===== config.mk =====
export PLATFORM = sky130hd
export DESIGN_NAME = fetch_unit
export DESIGN_NICKNAME = d
export VERILOG_FILES = /design/src/rtl/fetch_unit.sv
export SDC_FILE = /design/constraint.sdc
export NUM_CORES = 1
export LEC_CHECK = 0
export ABC_AREA = 1
export ABC_CLOCK_PERIOD_IN_PS = 1900
export BUFFER_PORTS_ARGS = -buffer_cell sky130_fd_sc_hd__buf_2
export CORE_ASPECT_RATIO = 0.7
export CORE_MARGIN = 8
export CORE_UTILIZATION = 50
export DETAILED_ROUTE_END_ITERATION = 16
export HOLD_SLACK_MARGIN = 0.08
export MAX_ROUTING_LAYER = met4
export PLACE_DENSITY = 0.87
export SYNTH_ARGS = -nofsm -noshare
export SYNTH_HDL_FRONTEND = slang
export SYNTH_SLANG_ARGS = --single-unit

===== constraint.sdc =====
create_clock -name clk -period 1.9 [get_ports clk]
set_input_delay 0.19 -clock clk [delete_from_list [all_inputs] [get_ports clk]]
set_output_delay 0.19 -clock clk [all_outputs]
set_load 0.1 [all_outputs]

===== src/rtl/fetch_unit.sv =====
// Instruction-fetch stage: holds the PC, fetches one 16-bit instruction at a
// time over a req/ack handshake and presents it to the decoder. When execute
// signals completion, the next PC comes from the decoder's nextPCSel and
// instrData. At most one instruction is in flight at any time.
module fetch_unit #(
    parameter int                ADDR_W   = 16,
    parameter logic [ADDR_W-1:0] RESET_PC = '0
) (
    input  logic              clk,
    input  logic              rst,
    output logic              imem_req,
    output logic [ADDR_W-1:0] imem_addr,
    input  logic              imem_ack,
    input  logic [15:0]       imem_rdata,
    output logic [15:0]       instruction,
    output logic              instr_valid,
    output logic [ADDR_W-1:0] pc,
    input  logic              advance,
    input  logic [1:0]        nextPCSel,
    input  logic [15:0]       instrData,
    input  logic              halt,
    output logic              halted,
    output logic [15:0]       retired
);

    typedef enum logic [1:0] {
        IDLE   = 2'd0,
        REQ    = 2'd1,
        VALID  = 2'd2,
        HALTED = 2'd3
    } fetchState;

    fetchState         state;
    fetchState         stateNext;
    logic              loadInstr;
    logic              retire;
    logic [ADDR_W-1:0] pcReg;
    logic [ADDR_W-1:0] pcNext;
    logic [ADDR_W-1:0] pcIncrement;
    logic [ADDR_W-1:0] branchOffset;
    logic [15:0]       instrReg;
    logic [15:0]       retiredReg;

    // The branch offset is a sign-extended 16-bit value; fit it to the PC width.
    generate
        if (ADDR_W > 16) begin : gOffsetExtend
            assign branchOffset = {{(ADDR_W-16){instrData[15]}}, instrData};
        end else begin : gOffsetTrim
            assign branchOffset = instrData[ADDR_W-1:0];
        end
    endgenerate

    // Only 01 selects a branch; 00 and the reserved 1x codes fall through to pc+1.
    // The adder wraps naturally modulo 2^ADDR_W.
    always_comb begin
        pcIncrement = {{(ADDR_W-1){1'b0}}, 1'b1};
        if (nextPCSel == 2'b01) begin
            pcIncrement = branchOffset;
        end
        pcNext = pcReg + pcIncrement;
    end

    // State register; reset forces IDLE immediately so imem_req drops at once.
    always_ff @(posedge clk or posedge rst) begin
        if (rst) begin
            state <= IDLE;
        end else begin
            state <= stateNext;
        end
    end

    // Next-state logic; acks, advances and halts are only honoured in the
    // state that expects them.
    always_comb begin
        stateNext = state;
        loadInstr = 1'b0;
        retire    = 1'b0;
        case (state)
            IDLE: begin
                stateNext = REQ;
            end
            REQ: begin
                if (imem_ack) begin
                    loadInstr = 1'b1;
                    stateNext = VALID;
                end
            end
            VALID: begin
                if (advance) begin
                    retire    = 1'b1;
                    stateNext = halt ? HALTED : REQ;
                end
            end
            HALTED: begin
                stateNext = HALTED;
            end
            default: begin
                stateNext = IDLE;
            end
        endcase
    end

    // Datapath registers: instruction capture on ack, PC/retire update on advance.
    always_ff @(posedge clk or posedge rst) begin
        if (rst) begin
            pcReg      <= RESET_PC;
            instrReg   <= 16'h0000;
            retiredReg <= 16'h0000;
        end else begin
            if (loadInstr) begin
                instrReg <= imem_rdata;
            end
            if (retire) begin
                pcReg      <= pcNext;
                retiredReg <= retiredReg + 16'h0001;
            end
        end
    end

    assign imem_req    = (state == REQ);
    assign imem_addr   = pcReg;
    assign pc          = pcReg;
    assign instruction = instrReg;
    assign instr_valid = (state == VALID);
    assign halted      = (state == HALTED);
    assign retired     = retiredReg;

endmodule

==> out/qor.csv, run 1 <==
metric,value,unit
Min Hold Slack,0.109,ns
vias in the first global route,3090,
initial antenna violation count,0,
Post-synth top flop,dfrtp_1,
die width,112,µm
Pre-Repair DR Iteration Count,5,
IO Port Bufs,105,
"area leader, netlist",dfrtp_1,
std cell rows,24,
max_cap viols,0,
PD cells,1660,nW/µm²
largest net degree at the start of global routing,51,
Max IR drop VDD,0.00148,V
Comb pwr share,65.5,%
post-place setup slack,-0.169,ns
routability cong.,0.915,
Initial Utilization,51.6,%
Max Fclk,575,MHz
Inst Count DP,598,
endpoint class of the critical path,register,
"Critical Path, Cell by Cell",buf_2 > nor2_2 > inv_1 > or2_4 > ha_4 > fa_2 > nand2_1 > nand2_1 > nand3_1 > nand2_2 > nand2_1 > nand3_1 > nand3_1 > nand2_1,
overall global routing resource usage,18.4,%
P_int,2.40,mW
Tcrit/Tclk final,91.6,%
unrepaired setup endpoints after global routing,false,
crit path DAT,1.93,ns
clock period minus worst slack,1.74,ns
Area after DPL,3890,µm²
top layer in use,met4,
Crit path buffers/inverters,2,
TritonCTS buffer count,5,
Final setup viols,0,
Post-CTS Setup Repair Bufs,0,
htree depth,2,
Setup Skew,0.0109,ns
reg2reg start,imem_addr[0],
most frequent cell after synthesis,nand2_1,
Mapped Cells,423,
Critical Path Most Common Cell,nand2_1,
yosys warns,0,
type of origin of the critical path,input pin,
drt total wl,8.19,mm
Final Hold Fails,0,
Die H,83.0,µm
Critical Path Sink,imem_addr[14],
CTS tree,done,
Core Area,6220,µm²
M1 WL,3.90,mm
Slew Limit Fails,0,
clk sinks,50,
Die ar.,9280,µm²
layout cell share with drive strength beyond 1,35.2,%
antenna cells,0,
gr ovfl total,0,
Hold/Removal Path Class,input pin to register,
Pleak,2.41,nW
Post-Syn Area per Cell,7.59,µm²
status,completed,
# DRC,0,
final core occ,64.2,%
remaining antenna violation count,0,
worst setup slack after layout,0.160,ns
post-route cell area,3990,µm²
vias per std cell,4.86,
Yosys top cell area share,39.0,%
drt wl/cell,13.5,µm
First DRT Iteration DRCs,189,
clock power share,10.0,%
Critical Path Start,nextPCSel[1],
Worst-Margin Slew,0.496,ns
Mapped Area,3210,µm²
R2R Setup Slk,0.17,ns
met3 routed WL,501,µm
Layout Nets,584,
Mapped Nets,479,
sequential area share after synthesis,39.0,%
reg-to-reg critical path endpoint,imem_addr[14],
Worst EP required,2.09,ns
I/O pins,106,
Netlist cell types,28,
Net Sw Frac,63.6,%
"Max stage delay cell, worst path",fa_2,
"delay-heaviest family, CP",simple AND/OR/NAND/NOR gates,
Synth-to-Final Area Change,24.4,%
FF-to-FF path depth,10,
switching power,4.21,mW
peak per-stage delay on the critical path,0.36,ns
"Max FO, Critical Path",4,
routed vias,2948,
CTS root buffer,clkbuf_8,
Post-synth top cells,"nand2_1, inv_1, dfrtp_1, nor2_1, nand3_1",
Post-synth ARST share,100,%
"EDFF count, synth",0,
critical path depth in cells,14,
Non-Filler Instances,607,
post-DP HPWL,6.50,mm
#FFs+latches synth,50,
"CTS clk-pin slew, worst paths",0.10,ns
clk buf depth,2,
kind of critical path,input pin to register,
"top cells by area, synth","dfrtp_1, nand2_1, inv_1",
slew margin rel.,67.1,%
DR WL met2,3.71,mm
first-pass GRT wire length,14.0,mm
register share of total power,24.5,%
"Clk Latency, worst-skew pair",0.30,ns
## final cells by class
| cell class | instances | area (µm²) |
|---|---|---|
| clock buffer | 6 | 72.6 |
| clock inverter | 2 | 17.5 |
| fill | 541 | 2220 |
| inverter | 72 | 270 |
| multi-input combinational | 280 | 1610 |
| sequential | 50 | 1280 |
| tap | 78 | 97.6 |
| timing repair buffer | 119 | 646 |
## metrics by stage
step	power, mW	setup TNS (ns)
2_1_floorplan	5.37	-0.0105
3_3_place_gp	5.92	-0.369
3_5_place_dp	5.98	-1.10
4_1_cts	6.66	0
5_1_grt	6.88	0
6_report	6.61	0
## worst reg2reg max path: cells and delay by family (launching register included)
| family | cells | cell delay [ns] |
|---|---|---|
| DFF | 1 | 0.45 |
| adders and majority gates | 2 | 0.54 |
| and+or+nand+nor | 8 | 0.62 |
## routing by layer
metal  GRT usage [%]  up-vias
met4            4.08        0
met3            3.76       10
li1                -     1480
met5               -        -
met2            29.8      117
met1            23.3     1341
## worst min-delay path by stage
| stage | cells past startpoint | from | to |
|---|---|---|---|
| final | 2 | imem_rdata[0] | instruction[0] |
| after global placement | 3 | rst | instruction[15] |
| after global routing | 2 | imem_rdata[2] | instruction[2] |
| after detailed placement | 3 | rst | instruction[12] |
| after floorplan | 2 | halt | state[1] |
| after CTS | 2 | imem_rdata[0] | instruction[0] |
## placed cells by master, fill, tap and decap left out, types with 9 or more instances in the layout
cell type / count
ha_1: 13
xnor2_1: 9
nand3_1: 21
buf_4: 12
nand2_1: 133
buf_2: 105
nor2_1: 32
dfrtp_2: 21
mux2_2: 14
inv_1: 71
dfrtp_1: 29
## sequential cells by signal, indices dropped and copies added (netlist names)
| register | count |
|---|---|
| instruction | 16 |
| state | 2 |
| retired | 16 |
| imem_addr | 16 |
## repair_timing
item,4_1_cts,5_1_grt
resized for setup,0,1
endpoints found under the hold margin,50,0
hold buffers,1,0
endpoints found under the setup margin,0,1
## cell families (layout without fill, tap and decap cells)
logic type	count (synthesis)	count (layout)	share of synthesized area, %
AND/OR/NAND/NOR	216	216	28.5
buffers and inverters	93	199	13.0
flip-flops	50	50	39.0
adder cells (fa/ha/maj)	17	17	6.86
XOR/XNOR	16	16	4.37
multiplexers	16	16	5.85
AO/OA/AOI/OAI	15	15	2.42
## power by group through the flow
stage / Combinational, mW / Clock, mW / Sequential (mW)
2_1_floorplan: 1.65 / 0 / 3.72
3_3_place_gp: 4.30 / 0 / 1.62
5_1_grt: 4.50 / 0.718 / 1.67
6_report: 4.33 / 0.663 / 1.62
3_5_place_dp: 4.35 / 0 / 1.64
4_1_cts: 4.35 / 0.689 / 1.62
Note: power is estimated with default switching activity, not from simulation.
==> run 2: changes to the inputs <==
Settings changed: ABC_CLOCK_PERIOD_IN_PS 1900 to 2100.
Clock period 1.9 ns to 2.1 ns, I/O delays scaled along.
==> out/qor.csv, run 2 (same netlist as run 1, synthesis figures left out) <==
metric,value,unit,change
post-DP HPWL,6.39,mm,-1.8%
Final setup viols,0,,unchanged
type of origin of the critical path,input pin,,
reg-to-reg critical path endpoint,imem_addr[6],,
post-route cell area,3890,µm²,-2.5%
Die H,83.0,µm,unchanged
reg2reg start,imem_addr[0],,
First DRT Iteration DRCs,160,,-15%
Area after DPL,3770,µm²,-3.1%
CTS tree,done,,
Fill cells,556,,+2.8%
first-pass GRT wire length,13.8,mm,-1.5%
Pwr Total,5.96,mW,-9.9%
"commonest non-fill, non-tap cell in the layout",nand2_1,,
crit path DAT,2.10,ns,+0.17 ns
Pre-Repair DR Iteration Count,4,,-1
"CTS clk-pin slew, worst paths",0.09,ns,about the same
clock period minus worst slack,1.90,ns,
clk sinks,50,,unchanged
Worst-Margin Slew,0.502,ns,+0.00536 ns
Synth-to-Final Area Change,21.2,%,
Final TNS setup,0,ns,unchanged
remaining antenna violation count,0,,unchanged
CTS root buffer,clkbuf_8,,
die width,112,µm,unchanged
vias in the first global route,2972,,-3.8%
Core Area,6220,µm²,unchanged
Tcrit/Tclk final,90.6,%,
Worst EP required,2.30,ns,+0.21 ns
Worst Hold Path EP,instruction[0],,
Slew Limit Fails,0,,unchanged
worst hold stages,2,,unchanged
unrepaired setup endpoints after global routing,false,,
most frequent cells in the layout,"nand2_1, buf_2, inv_1",,
clk buf depth,2,,unchanged
layout cell share with drive strength beyond 1,30.2,%,-5.0 points
max_cap viols,0,,unchanged
R2R Setup Slk,0.25,ns,+0.08 ns
htree depth,2,,unchanged
Layout Nets,579,,-0.86%
endpoint class of the critical path,register,,
Initial Utilization,51.6,%,unchanged
largest net degree at the start of global routing,51,,unchanged
std cell rows,24,,unchanged
FF-to-FF path depth,9,,-1
drt total wl,8.05,mm,-1.7%
Max IR drop VDD,0.000885,V,-40%
gr ovfl total,0,,unchanged
TritonCTS buffer count,5,,unchanged
initial antenna violation count,0,,unchanged
I/O pins,106,,unchanged
"Max FO, Critical Path",4,,unchanged
Setup Skew,0.00265,ns,-0.00821 ns
Max Fclk,526,MHz,
Pleak,2.42,nW,+0.32%
Post-CTS Resized,0,,unchanged
Hold/Removal Path Class,input pin to register,,
slew margin rel.,66.8,%,-0.35 points
status,completed,,
IO Port Bufs,105,,unchanged
overall global routing resource usage,18.3,%,-0.15 points
drt wl/cell,13.4,µm,-0.86%
kind of critical path,input pin to register,,
beginning of the worst hold path,imem_rdata[0],,
# hold bufs at CTS,1,,unchanged
routed vias,2896,,-1.8%
Final Hold Fails,0,,unchanged
antenna cells,0,,unchanged
Die ar.,9280,µm²,unchanged
# DRC,0,,unchanged
PD cells,1530,nW/µm²,-7.6%
final core occ,62.6,%,-1.6 points
routability cong.,1.01,,+11%
vias per std cell,4.81,,-0.95%
Min Hold Slack,0.136,ns,+0.0261 ns
"Clk Latency, worst-skew pair",0.30,ns,about the same
Post-CTS Setup Repair Bufs,0,,unchanged
-- run 2: changes by cell type in the layout (fill, tap and decap cells not counted), sizes merged --
cell      previous run  this run
inv                 74        72
buf                118       113
clkinvlp             0         1
bufinv               0         1
-- run 2: metal layers --
layer / vias to the layer above / share of wire, % / GRT usage (%)
met1: 1324 / 47 / 22.8
met2: 94 / 45 / 29.3
met5: - / 0 / -
met4: 0 / 0.97 / 4.70
li1: 1472 / - / -
met3: 6 / 7.4 / 4.19
-- run 2: power breakdown --
part	leakage (nW)	internal [mW]	total, mW	switching [mW]
sequential	0.621	1.23	1.43	0.198
clock	0.0514	0.356	0.688	0.332
combinational	1.74	0.625	3.84	3.22
-- run 2: area by class of cell --
type	instances	area, µm²	area share, %
Tap cell	78	97.6	2.51
Timing Repair Buffer	114	608	15.6
Multi-Input combinational cell	280	1550	39.7
Inverter	72	270	6.95
Clock buffer	6	72.6	1.87
Clock inverter	2	37.5	0.965
Sequential cell	50	1260	32.4
-- run 2: how the worst max path moves through the flow --
stage | from | to | cells after the start
after floorplan | state[1] | instruction[0] | 4
after global placement | nextPCSel[1] | imem_addr[6] | 13
after detailed placement | nextPCSel[1] | imem_addr[6] | 13
after CTS | nextPCSel[1] | imem_addr[6] | 13
after global routing | nextPCSel[0] | imem_addr[6] | 14
final | nextPCSel[1] | imem_addr[6] | 13
-- run 2: stage by stage --
stage,cells,setup WS (ns)
after floorplan,423,-0.111
after global placement,593,-0.0629
final,602,0.198
after CTS,602,0.198
after global routing,602,0.0701
after detailed placement,593,-0.106
-- run 2: worst max-delay path: stages --
cell and delay, ns:
buf_2 0.09, nor2_1 0.13, inv_1 0.08, or2_2 0.28
ha_1 0.21, fa_1 0.38, nand2_1 0.08, nand2_1 0.06
nand3_1 0.07, nand2_1 0.10, or2_2 0.29, nand3_1 0.07
nand2_1 0.04
